==> src/rtl/pll_rst_pkg.sv <==
// Shared types and defaults for the PLL lock qualifier / reset sequencer.
// Optional feature macro: PLL_LOCK_LOSS_COUNT_EN (lock-loss event counter).
package pll_rst_pkg;

  typedef enum logic [1:0] {
    StWaitLock = 2'd0,
    StHold     = 2'd1,
    StRelease  = 2'd2,
    StRun      = 2'd3
  } pll_rst_state_e;

  // Defaults for a 60 MHz PLL output clock.
  localparam int unsigned DefaultStableCycles = 600;  // 10 us
  localparam int unsigned DefaultHoldCycles   = 16;

  localparam int unsigned LossCountW = 8;

  // Saturating increment for the lock-loss counter.
  function automatic logic [LossCountW-1:0] sat_inc(input logic [LossCountW-1:0] v);
    return (v == {LossCountW{1'b1}}) ? v : v + LossCountW'(1);
  endfunction

endpackage

==> src/rtl/sync_ff.sv <==
// N-stage single-bit synchroniser with synchronous active-high clear.
module sync_ff #(
  parameter int unsigned STAGES = 2
) (
  input  logic clk_i,
  input  logic rst_i,
  input  logic d_i,
  output logic q_o
);

  logic [STAGES-1:0] sync_q, sync_d;

  // Shift the asynchronous input through the flop chain.
  always_comb begin
    sync_d = {sync_q[STAGES-2:0], d_i};
  end

  // Chain registers, cleared by the block reset.
  always_ff @(posedge clk_i) begin
    if (rst_i) begin
      sync_q <= '0;
    end else begin
      sync_q <= sync_d;
    end
  end

  assign q_o = sync_q[STAGES-1];

endmodule

==> src/rtl/pll_lock_reset_seq.sv <==
// PLL lock qualifier and staggered reset release sequencer.
// Synchronises locked_in, requires it stable for STABLE_CYCLES, holds resets for
// HOLD_CYCLES, then releases reset_out[0..N_OUT-1] STAGGER_CYCLES apart.
// Optional feature macro: PLL_LOCK_LOSS_COUNT_EN adds the lock_loss_count output.
module pll_lock_reset_seq
  import pll_rst_pkg::*;
#(
  parameter int unsigned SYNC_STAGES    = 2,
  parameter int unsigned STABLE_CYCLES  = DefaultStableCycles,
  parameter int unsigned HOLD_CYCLES    = DefaultHoldCycles,
  parameter int unsigned N_OUT          = 2,
  parameter int unsigned STAGGER_CYCLES = 4
) (
  input  logic             clock,
  input  logic             reset,
  input  logic             locked_in,
  output logic [N_OUT-1:0] reset_out,
  output logic             ready,
  output logic             lock_lost
`ifdef PLL_LOCK_LOSS_COUNT_EN
  ,
  output logic [LossCountW-1:0] lock_loss_count
`endif
);

  localparam int unsigned StableW  = $clog2(STABLE_CYCLES + 1);
  localparam int unsigned HoldW    = $clog2(HOLD_CYCLES + 1);
  localparam int unsigned StaggerW = $clog2(STAGGER_CYCLES + 1);

  localparam logic [StableW-1:0]  StableMax  = StableW'(STABLE_CYCLES - 1);
  localparam logic [HoldW-1:0]    HoldMax    = HoldW'(HOLD_CYCLES - 1);
  localparam logic [StaggerW-1:0] StaggerMax = StaggerW'(STAGGER_CYCLES - 1);

  logic locked_s;

  sync_ff #(
    .STAGES(SYNC_STAGES)
  ) u_sync (
    .clk_i(clock),
    .rst_i(reset),
    .d_i  (locked_in),
    .q_o  (locked_s)
  );

  pll_rst_state_e      state_q, state_d;
  logic [StableW-1:0]  stable_cnt_q, stable_cnt_d;
  logic [HoldW-1:0]    hold_cnt_q, hold_cnt_d;
  logic [StaggerW-1:0] stag_cnt_q, stag_cnt_d;
  logic [N_OUT-1:0]    reset_out_q, reset_out_d;
  logic                ready_q, ready_d;
  logic                lock_lost_q, lock_lost_d;

  // Next-state: counters default to zero so each one is cleared on state entry.
  always_comb begin
    state_d      = state_q;
    stable_cnt_d = '0;
    hold_cnt_d   = '0;
    stag_cnt_d   = '0;
    reset_out_d  = reset_out_q;
    ready_d      = 1'b0;
    lock_lost_d  = 1'b0;

    unique case (state_q)
      StWaitLock: begin
        reset_out_d = '1;
        if (locked_s) begin
          if (stable_cnt_q == StableMax) begin
            state_d = StHold;
          end else begin
            stable_cnt_d = stable_cnt_q + StableW'(1);
          end
        end
      end

      StHold: begin
        reset_out_d = '1;
        if (!locked_s) begin
          // Domain never released, so no lock_lost pulse.
          state_d = StWaitLock;
        end else if (hold_cnt_q == HoldMax) begin
          state_d     = StRelease;
          reset_out_d = reset_out_q << 1;  // release bit 0 on entry
        end else begin
          hold_cnt_d = hold_cnt_q + HoldW'(1);
        end
      end

      StRelease: begin
        if (!locked_s) begin
          state_d     = StWaitLock;
          reset_out_d = '1;
          lock_lost_d = 1'b1;
        end else if (reset_out_q == '0) begin
          state_d = StRun;
          ready_d = 1'b1;
        end else if (stag_cnt_q == StaggerMax) begin
          // Released bits are the low-order zeros; shifting releases the next one.
          reset_out_d = reset_out_q << 1;
        end else begin
          stag_cnt_d = stag_cnt_q + StaggerW'(1);
        end
      end

      StRun: begin
        if (!locked_s) begin
          state_d     = StWaitLock;
          reset_out_d = '1;
          lock_lost_d = 1'b1;
        end else begin
          reset_out_d = '0;
          ready_d     = 1'b1;
        end
      end

      default: begin
        state_d     = StWaitLock;
        reset_out_d = '1;
      end
    endcase
  end

  // State, counters and registered outputs; reset overrides everything.
  always_ff @(posedge clock) begin
    if (reset) begin
      state_q      <= StWaitLock;
      stable_cnt_q <= '0;
      hold_cnt_q   <= '0;
      stag_cnt_q   <= '0;
      reset_out_q  <= '1;
      ready_q      <= 1'b0;
      lock_lost_q  <= 1'b0;
    end else begin
      state_q      <= state_d;
      stable_cnt_q <= stable_cnt_d;
      hold_cnt_q   <= hold_cnt_d;
      stag_cnt_q   <= stag_cnt_d;
      reset_out_q  <= reset_out_d;
      ready_q      <= ready_d;
      lock_lost_q  <= lock_lost_d;
    end
  end

  assign reset_out = reset_out_q;
  assign ready     = ready_q;
  assign lock_lost = lock_lost_q;

`ifdef PLL_LOCK_LOSS_COUNT_EN
  logic [LossCountW-1:0] loss_cnt_q, loss_cnt_d;

  // Count lock_lost pulses, saturating; survives re-lock.
  always_comb begin
    loss_cnt_d = lock_lost_d ? sat_inc(loss_cnt_q) : loss_cnt_q;
  end

  // Loss counter register, cleared only by reset.
  always_ff @(posedge clock) begin
    if (reset) begin
      loss_cnt_q <= '0;
    end else begin
      loss_cnt_q <= loss_cnt_d;
    end
  end

  assign lock_loss_count = loss_cnt_q;
`endif

endmodule
==> config.mk <==
export PLATFORM = sky130hd
export DESIGN_NAME = pll_lock_reset_seq
export DESIGN_NICKNAME = d
export VERILOG_FILES = /design/src/rtl/pll_rst_pkg.sv /design/src/rtl/sync_ff.sv /design/src/rtl/pll_lock_reset_seq.sv
export SDC_FILE = /design/constraint.sdc
export NUM_CORES = 1
export LEC_CHECK = 0
export ABC_CLOCK_PERIOD_IN_PS = 1700
export BUFFER_PORTS_ARGS = -buffer_cell sky130_fd_sc_hd__buf_2
export CORE_ASPECT_RATIO = 1.2
export CORE_MARGIN = 1
export CORE_UTILIZATION = 45
export DETAILED_ROUTE_END_ITERATION = 10
export HOLD_SLACK_MARGIN = 0.08
export PLACE_DENSITY_LB_ADDON = 0.2
export SKIP_CTS_REPAIR_TIMING = 1
export SYNTH_ARGS = -nofsm -noshare
export SYNTH_HDL_FRONTEND = slang
export SYNTH_HIERARCHICAL = 1
export SYNTH_SLANG_ARGS = --single-unit
==> constraint.sdc <==
create_clock -name clock -period 1.7 [get_ports clock]
set_input_delay 0.255 -clock clock [delete_from_list [all_inputs] [get_ports clock]]
set_output_delay 0.255 -clock clock [all_outputs]
set_load 0.03 [all_outputs]
==> metrics.txt <==
DR iter-0 viols=6; top_reg_cell synth=dfxtp_1; Peak VDD IR=~520 uV; Critical-path top delay cell=dfxtp_1; antenna violations before repair=0; Pleak=0.415 nW; Tmin final=1.46 ns; global route overflow=0; die area=0.00255 mm^2; RSZ-0062 raised after global routing=no; CTS HTree Levels=1; Initial Utilization=0.495; RR Endpoint=reset_out[1]; via count=slightly below 800; row cnt=18; CP Cell Sequence=ha_1, and3_1, ha_1, nor2b_1, o21ai_0, a211o_1; hold wc startpoint=locked_in; Final Util=0.556; fin cells=about 150; # DRC=0; critical path data arrival time=1.68 ns; synthesized instance count=approximately 110; layout cells sized above 1=0.148; Synth area leaders=dfxtp_1 49%, ha_1 5.9%, nor2_1 5.7%; maximum root-to-sink buffer count=2; Final ANT Viol Nets=0; number of port buffers=6; Antenna diodes=0; Final setup viols=0; post-synth top area cell=dfxtp_1; WL/cell=10.5 um; Rel. slew slack=0.790; CTS tree=done; CTS buffer count=3; Synth Area per Inst=roughly 9.5 um^2; Fin. Hold Viols=0; f_max=684 MHz; Final GP Congestion=0.684; Hold Path Class=input pin to register; CORE AREA=0.00214 mm^2; pwr dens=873 mW/mm^2; Reg clk slew, reported paths=about 0.13 ns; max-capacitance violation count=0; final worst slack=0.238 ns; register area share after synthesis=0.492; number of synthesized flops with an enable pin=0; Setup TNS=0 ns; drt pass-1 iters=4; reg2reg setup slack=about 0.24 ns; Yosys reg bits=26; CTS root buffer=clkbuf_4; Inst Count DP=about 150; worst skew pair latency=0.31 ns; WL final=1590 um; RR Startpoint=hold_cnt_q[0]; Die W=about 46 um; fill count=207; Post-Syn Area=0.00106 mm^2; area delta synth->final=12.4%; Async SR Flop Fraction=0; period utilisation layout=0.860; syn nets=119; Required @ worst endpoint=roughly 1.9 ns; worst min-delay path endpoint=u_sync/sync_q[0]; multiplexer area fraction after synthesis=0; Worst setup EP type=register; Hold Crit Depth=2; area share of the largest cell type after synthesis=0.492; Total GRT Usage=0.159; DP Worst Slack=0.252 ns; Worst-Margin Slew=0.314 ns; Final nets=between 100 and 150; Synth Area in Simple Gates=0.258; I/O Pins=7; CP startpoint kind=register; Setup CP Type=register to register; Post-Synth XOR/XNOR Area=0.0414; HPWL after DPL=1180 um; Max FO, Critical Path=3; largest family of logic cells by synthesized area=simple AND/OR/NAND/NOR gates; Synth Area in Compound Gates=0.122; Setup Skew=between 0.003 and 0.004 ns; status=complete, no violations; die span in y=55.1 um; largest net degree at the start of global routing=16; adder-cell share of the synthesized area=0.0591; r2r worst-path depth=6; CP max stage delay=0.38 ns; Design Power=1.04 mW; most used cell, CP=ha_1; Vias/cell=5.17; first-pass GRT wire length=2900 um; Cell variety after synth=28; vias in the first global route=745; Slew Limit Fails=0; Warnings, synthesis=6; CTS Sinks=26
-- cell type report --
| cell class | count | area, um^2 | area share |
|---|---|---|---|
| clock inverter | 1 | 30.0 | 0.0252 |
| tap | 30 | 37.5 | 0.0315 |
| clock buffer | 3 | 22.5 | 0.0189 |
| inverter | 7 | 26.3 | 0.0221 |
| sequential | 26 | 520 | 0.437 |
| multi-input combinational | 77 | 508 | 0.427 |
| timing repair buffer | 8 | 45.0 | 0.0379 |
-- cell usage in the layout, fill, tap and decap left out --
cell type,n
or3_1,4
inv_1,7
ha_1,5
o21ai_0,5
nor4b_2,1
clkbuf_4,3
nand4bb_1,1
buf_2,6
o31ai_1,2
a21oi_1,7
a211o_1,1
nand4_2,1
o31ai_4,1
nor3b_1,2
nor2_1,16
nand2b_1,1
and4bb_2,1
a21oi_2,1
xnor2_1,2
or3b_1,1
nor2b_1,4
o211ai_1,1
nand2_1,6
xor2_1,3
bufinv_16,1
dfxtp_1,26
or4_4,1
nand3_1,7
o21bai_1,1
and3_1,2
buf_4,2
-- cells by family after synthesis --
family                   count (synthesis)
XOR/XNOR                                 5
AO/OA/AOI/OAI                           19
buffers and inverters                    8
AND/OR/NAND/NOR                         48
flip-flops                              26
adder cells (fa/ha/maj)                  5
-- where the power goes --
part | total (mW) | internal [mW] | switching [mW]
Combinational | 0.0133 | 0.00632 | 0.00694
Sequential | 0.614 | 0.612 | 0.00209
Clock | 0.411 | 0.238 | 0.173
-- flip-flops by register name, indices dropped and copies added, names as in the netlist --
name           flops
state_q            2
stag_cnt_q         3
lock_lost          1
u_sync/sync_q      2
ready              1
hold_cnt_q         5
reset_out          2
stable_cnt_q      10
-- metal layers --
metal / GRT usage / share of wire / vias up
met4: 0.0882 / 0.010 / 0
met2: 0.300 / 0.50 / 6
met3: 0.0195 / 0.014 / 2
li1: - / - / 404
met5: 0 / 0 / -
met1: 0.165 / 0.47 / 374
-- worst max-delay path: cells and delay by family (launching register included) --
family | cells | cell delay, ns
AO/OA/AOI/OAI | 2 | 0.35
adder cells (fa/ha/maj) | 2 | 0.35
flip-flops | 1 | 0.38
AND/OR/NAND/NOR | 2 | 0.29
-- cells in the mapped netlist (all sizes together), types with 2 or more instances --
cell type	number
and3	2
xnor2	2
o21ai	5
or3	4
inv	7
dfxtp	26
o31ai	3
xor2	3
nand3	7
ha	5
nor2b	4
nor2	16
nor3b	2
nand2	6
a21oi	8
-- through the flow --
| step | hold WS, ns | area [um^2] |
|---|---|---|
| 6_report | 0.143 | 1190 |
| 5_1_grt | 0.128 | 1190 |
| 4_1_cts | 0.133 | 1190 |
| 3_3_place_gp | 0.407 | 1140 |
| 2_1_floorplan | 0.327 | 1060 |
| 3_5_place_dp | 0.418 | 1140 |
-- worst max path at each step --
stage / start / to / slack, ns / cells after the start
6_report: hold_cnt_q[0] / reset_out[1] / 0.24 / 6
5_1_grt: hold_cnt_q[0] / reset_out[1] / 0.08 / 6
4_1_cts: hold_cnt_q[0] / reset_out[1] / 0.23 / 6
3_5_place_dp: hold_cnt_q[0] / reset_out[1] / 0.25 / 6
3_3_place_gp: hold_cnt_q[0] / reset_out[1] / 0.29 / 6
2_1_floorplan: hold_cnt_q[0] / reset_out[1] / 0.33 / 6
Note: power is estimated with default switching activity, not from simulation.
